File: config.mk
export PLATFORM = sky130hd
export DESIGN_NAME = mem_access_stage
export DESIGN_NICKNAME = d
export VERILOG_FILES = /design/src/rtl/mem_access_stage.sv
export SDC_FILE = /design/constraint.sdc
export NUM_CORES = 1
export LEC_CHECK = 0
export ABC_CLOCK_PERIOD_IN_PS = 2600
export CAP_MARGIN = 20
export CORE_MARGIN = 2
export CORE_UTILIZATION = 55
export DETAILED_ROUTE_END_ITERATION = 12
export DONT_BUFFER_PORTS = 1
export HOLD_SLACK_MARGIN = 0.15
export PLACE_DENSITY = 0.7
export SLEW_MARGIN = 30
export SYNTH_ARGS = -nofsm -noshare
export SYNTH_HDL_FRONTEND = slang
export SYNTH_SLANG_ARGS = --single-unit
File: constraint.sdc
create_clock -name clk -period 2.6 [get_ports clk]
set_input_delay 0.39 -clock clk [delete_from_list [all_inputs] [get_ports clk]]
set_output_delay 0.39 -clock clk [all_outputs]
set_load 0.1 [all_outputs]
File: src/rtl/mem_access_stage.sv
// mem_access_stage
//   Memory stage between execute and writeback. Non-memory instructions pass
//   through in one cycle. Word loads and stores are issued to a multi-cycle
//   data memory over a req/ack handshake. While an access is outstanding,
//   upstream is stalled. Misaligned accesses and accesses that time out
//   retire with out_err set.
//
// Ports
//   clk, rst_n                 clock, asynchronous active-low reset
//   in_valid, aluOut,          instruction from execute; aluOut is the address
//   read2Data, memRead,        for memory ops, or the value forwarded otherwise
//   memWrite
//   stall                      hold upstream (combinational)
//   mem_req, mem_wr,           memory request channel, held stable while mem_req
//   mem_addr, mem_wdata
//   mem_rdata, mem_ack         memory response
//   out_valid, out_alu,        registered result to writeback
//   out_rdata, out_err
//
// FSM states
//   state  | meaning
//   IDLE   | accepting a new instruction; non-memory ops retire from here
//   REQ    | memory request outstanding, waiting for ack or timeout
module mem_access_stage #(
   parameter int DATA_W  = 16,
   parameter int TIMEOUT = 16,
   parameter int CNT_W   = 5
) (
   input  logic              clk,
   input  logic              rst_n,
   input  logic              in_valid,
   input  logic [DATA_W-1:0] aluOut,
   input  logic [DATA_W-1:0] read2Data,
   input  logic              memRead,
   input  logic              memWrite,
   output logic              stall,
   output logic              mem_req,
   output logic              mem_wr,
   output logic [DATA_W-1:0] mem_addr,
   output logic [DATA_W-1:0] mem_wdata,
   input  logic [DATA_W-1:0] mem_rdata,
   input  logic              mem_ack,
   output logic              out_valid,
   output logic [DATA_W-1:0] out_alu,
   output logic [DATA_W-1:0] out_rdata,
   output logic              out_err
);

   typedef enum logic {
      S_IDLE = 1'b0,
      S_REQ  = 1'b1
   } state_t;

   state_t             state_q, state_d;
   logic [CNT_W-1:0]   cnt_q, cnt_d;
   logic [DATA_W-1:0]  addr_q, addr_d;
   logic [DATA_W-1:0]  wdata_q, wdata_d;
   logic               wr_q, wr_d;
   logic               out_valid_q, out_valid_d;
   logic [DATA_W-1:0]  out_alu_q, out_alu_d;
   logic [DATA_W-1:0]  out_rdata_q, out_rdata_d;
   logic               out_err_q, out_err_d;

   logic memop;
   logic mis;
   logic timeout_hit;

   assign memop       = in_valid & (memRead | memWrite);
   assign mis         = memop & aluOut[0];
   assign timeout_hit = (cnt_q == CNT_W'(TIMEOUT - 1));

   always_ff @(posedge clk or negedge rst_n) begin
      if (!rst_n) begin
         state_q     <= S_IDLE;
         cnt_q       <= '0;
         addr_q      <= '0;
         wdata_q     <= '0;
         wr_q        <= 1'b0;
         out_valid_q <= 1'b0;
         out_alu_q   <= '0;
         out_rdata_q <= '0;
         out_err_q   <= 1'b0;
      end else begin
         state_q     <= state_d;
         cnt_q       <= cnt_d;
         addr_q      <= addr_d;
         wdata_q     <= wdata_d;
         wr_q        <= wr_d;
         out_valid_q <= out_valid_d;
         out_alu_q   <= out_alu_d;
         out_rdata_q <= out_rdata_d;
         out_err_q   <= out_err_d;
      end
   end

   always_comb begin
      state_d     = state_q;
      cnt_d       = cnt_q;
      addr_d      = addr_q;
      wdata_d     = wdata_q;
      wr_d        = wr_q;
      out_valid_d = 1'b0;
      out_alu_d   = out_alu_q;
      out_rdata_d = out_rdata_q;
      out_err_d   = out_err_q;
      stall       = 1'b0;

      unique case (state_q)
         S_IDLE: begin
            if (memop && !mis) begin
               state_d = S_REQ;
               addr_d  = aluOut;
               wdata_d = read2Data;
               wr_d    = memWrite;
               cnt_d   = '0;
               stall   = 1'b1;
            end else if (mis) begin
               out_valid_d = 1'b1;
               out_alu_d   = aluOut;
               out_rdata_d = '0;
               out_err_d   = 1'b1;
            end else if (in_valid) begin
               out_valid_d = 1'b1;
               out_alu_d   = aluOut;
               out_rdata_d = '0;
               out_err_d   = 1'b0;
            end
         end
         S_REQ: begin
            if (mem_ack) begin
               state_d     = S_IDLE;
               out_valid_d = 1'b1;
               out_alu_d   = addr_q;
               out_rdata_d = wr_q ? '0 : mem_rdata;
               out_err_d   = 1'b0;
            end else if (timeout_hit) begin
               // Abort: the memory may still ack later; that ack lands in IDLE and is ignored.
               state_d     = S_IDLE;
               out_valid_d = 1'b1;
               out_alu_d   = addr_q;
               out_rdata_d = '0;
               out_err_d   = 1'b1;
            end else begin
               cnt_d = cnt_q + CNT_W'(1);
               stall = 1'b1;
            end
         end
         default: begin
            state_d = S_IDLE;
         end
      endcase
   end

   assign mem_req   = (state_q == S_REQ);
   assign mem_wr    = wr_q;
   assign mem_addr  = addr_q;
   assign mem_wdata = wdata_q;
   assign out_valid = out_valid_q;
   assign out_alu   = out_alu_q;
   assign out_rdata = out_rdata_q;
   assign out_err   = out_err_q;

endmodule

==> metrics.md <==
| Metric | Value |
|---|---|
| Outcome | `finished, final reports clean` |
| Worst IR drop on VDD | `around 0.72 mV` |
| Clock slew at reported path FFs | `0.08 ns` |
| Syn Inst Count | `just under 200` |
| TritonRoute pass-1 iters | `4` |
| Syn. warnings | `0` |
| CP peak stage delay | `~0.44 ns` |
| Drt total wl | `between 6000 and 7000 um` |
| Final Max Tran Viols | `0` |
| Tightest Hold Check Type | `in -> reg` |
| Signal arrival time at the worst endpoint | `approximately 2.2 ns` |
| CTS tree | `built` |
| Residual DRC count | `0` |
| Seq pwr share | `roughly two thirds` |
| First-pass GRT wire length | `9690 um` |
| P&R area growth vs syn | `12.8%` |
| Ports | `around 120` |
| Sequential area share after synthesis | `60.8%` |
| Die area | `6070 um^2` |
| Number of global-route vias before repair | `about 1900` |
| P_sw | `around 2400 uW` |
| Req. time, crit path | `2.21 ns` |
| Final worst-path cycle share | `a little over nine tenths` |
| # port buffers | `0` |
| Post-synth top area cell | `dfrtp_1` |
| Htree depth | `3` |
| Post-synth top area share | `60.8%` |
| Die Wd | `just under 80 um` |
| Post-DR wirelength/cell | `between 20 and 25 um` |
| Startpoint types | `register` |
| Row count | `26` |
| Crit. End Element | `output port` |
| Clk pwr share | `about a fifth` |
| Worst skew pair latency | `0.34 ns` |
| Max clock buf depth | `2` |
| Critical path cell sequence | `ha_1 > and3_1 > ha_1 > or3b_4 > o21ai_2 > buf_12` |
| PD cells | `between 1000 and 1500 nW/um^2` |
| Worst hold slack | `between 0.15 and 0.2 ns` |
| Setup Skew | `between 0.007 and 0.008 ns` |
| Leading post-synthesis cells by cell area | `dfrtp_1 61%, mux2_2 21%, a22o_1 4.7%, mux2_4 4.0%, buf_2 1.2%` |
| Antenna-violating nets left | `0` |
| Final Hold Fails | `0` |
| Die Ht | `between 70 and 80 um` |
| Slew at the pin with the worst max-slew slack | `between 0.9 and 1 ns` |
| HPWL after detailed placement | `roughly 4200 um` |
| Max Cap Violations | `0` |
| Seq cells post-synth | `73` |
| Worst-path fanout max | `7` |
| Critical path type | `reg -> out` |
| Sw frac | `53.0%` |
| N_diodes | `0` |
| Leakage power | `roughly 0.0015 uW` |
| DR vias | `around 1700` |
| GPL Wtd Cong | `0.761` |
| Root buffer cell | `clkbuf_8` |
| Post-synthesis cell type count | `28` |
| F_max | `394 MHz` |
| Most numerous cell on the critical path | `ha_1` |
| Mean Syn Cell Area | `between 15 and 20 um^2` |
| Slew headroom | `a little under two fifths` |
| Pin count of the biggest net entering global routing | `74` |
| Post-DR vias/cell | `around 5.9` |
| # clock sinks | `73` |
| Comb pwr share | `between 10% and 20%` |
| Initial Util | `approximately three fifths` |
| Core Box Area | `just over 5000 um^2` |
| Gr usage total | `between 20% and 30%` |
| Num CTS Buffers | `9` |
| Synthesized area | `approximately 3000 um^2` |
| Final net count | `265` |
| Endpoints failing setup | `0` |
| Min Tclk post-route | `between 2 and 3 ns` |
| Internal power | `around 2200 uW` |
| Power, Total | `4600 uW` |
| Cell family with most CP delay | `simple AND/OR/NAND/NOR gates` |
| Mapped Nets | `around 250` |
| Initial antenna violation count | `0` |
| Detailed Route Iter0 Violations | `slightly above 90` |
| Global route overflow | `0` |
| Buf/Inv on CP | `1` |
| CP max stage cell | `or3b_4` |
| Layout cell share with drive strength beyond 1 | `about 47%` |
-- path summary, 6_finish.rpt --
| check | from | end | cells past startpoint | slack (ns) |
|---|---|---|---|---|
| setup / recovery | cnt_q[0] | stall | 6 | 0.06 |
| hold / removal | mem_rdata[3] | out_rdata[3] | 1 | 0.18 |
| setup reg to reg | cnt_q[0] | out_alu[14] | 8 | 0.27 |
| hold reg to reg | cnt_q[0] | cnt_q[0] | 1 | 0.53 |
| max in group asynchronous | rst_n | mem_addr[1] | 2 | 1.69 |
| min in group asynchronous | rst_n | cnt_q[4] | 2 | 0.63 |
-- cells in the mapped netlist, drive strengths merged --
library cell / count
dfrtp: 73
buf: 9
o211ai: 3
nor2: 2
a32o: 1
o22ai: 1
clkbuf: 1
mux2: 64
or3b: 2
ha: 2
nand2: 1
o21ai: 4
nand2b: 4
and2: 1
or2: 2
and3: 1
inv: 4
mux2i: 1
xnor2: 1
nand3: 1
o221a: 1
a22o: 16
-- metal layers --
layer	wire, um	track usage, %	vias up
met4	172	11.1	0
met1	2450	25.6	862
met2	2980	33.4	72
met3	516	7.79	18
met5	0	0	-
li1	-	-	734
-- cell usage in the layout (no fill, tap or decap), drive strengths merged --
cell type,count
a22o,16
a32o,1
and2,1
and3,1
buf,12
bufinv,2
clkbuf,10
clkinv,3
clkinvlp,1
dfrtp,73
dlygate4sd3,1
ha,2
inv,4
mux2,64
mux2i,1
nand2,1
nand2b,4
nand3,1
nor2,2
o211ai,3
o21ai,4
o221a,1
o22ai,1
or2,2
or3b,2
xnor2,1
-- power groups by stage --
stage | registers (uW) | logic [uW] | clock network, uW
floorplan | 3130 | 382 | 0
global placement | 3110 | 499 | 0
detailed placement | 3120 | 531 | 0
CTS | 3100 | 563 | 962
global route | 3120 | 605 | 1020
finish | 3090 | 562 | 941
-- cell type report --
cell class	instances	area [um^2]
clock buffers	10	128
clock inverters	6	82.6
flip-flops and latches	73	1830
inverters	4	17.5
multi-input cells	108	1110
repair buffers	13	133
fillers	341	1790
well taps	70	87.6
-- metrics by stage --
stage | cell area, um^2 | TNS (ns) | instances | setup WS, ns | utilization [%]
after detailed placement | 3110 | 0 | 263 | 0.300 | 60.2
after CTS | 3360 | 0 | 281 | 0.0357 | 65.0
after floorplan | 3010 | 0 | 195 | 0.0146 | -
after global placement | 3110 | 0 | 263 | 0.401 | 60.2
final | 3390 | 0 | 284 | 0.0592 | 65.5
after global routing | 3390 | -0.00710 | 284 | -0.00710 | 65.5
-- registers in the layout, summed over array words and instances, names as in the netlist --
| register | count |
|---|---|
| mem_wdata | 16 |
| out_rdata | 16 |
| out_valid | 1 |
| out_err | 1 |
| cnt_q | 5 |
| mem_addr | 16 |
| out_alu | 16 |
| mem_req | 1 |
| mem_wr | 1 |
-- cells by family (layout without fill, tap and decap cells) --
| logic type | count (synthesis) | in the layout | share of synthesized area (%) |
|---|---|---|---|
| buffers and inverters | 14 | 33 | 2.37 |
| multiplexers | 65 | 65 | 25.3 |
| XOR/XNOR | 1 | 1 | 0.292 |
| AND/OR/NAND/NOR | 14 | 14 | 2.87 |
| adder cells (fa/ha/maj) | 2 | 2 | 0.833 |
| AO/OA/AOI/OAI | 26 | 26 | 7.46 |
| flip-flops | 73 | 73 | 60.8 |
-- timing repair --
action | 4_1_cts | 5_1_grt
pin swaps | 0 | 1
endpoints found under the hold margin | 73 | 0
buffers inserted | 0 | 3
hold buffers | 2 | 0
resized for setup | 1 | 0
setup endpoints to repair | 1 | 1
Power figures use the tool's default switching activity.
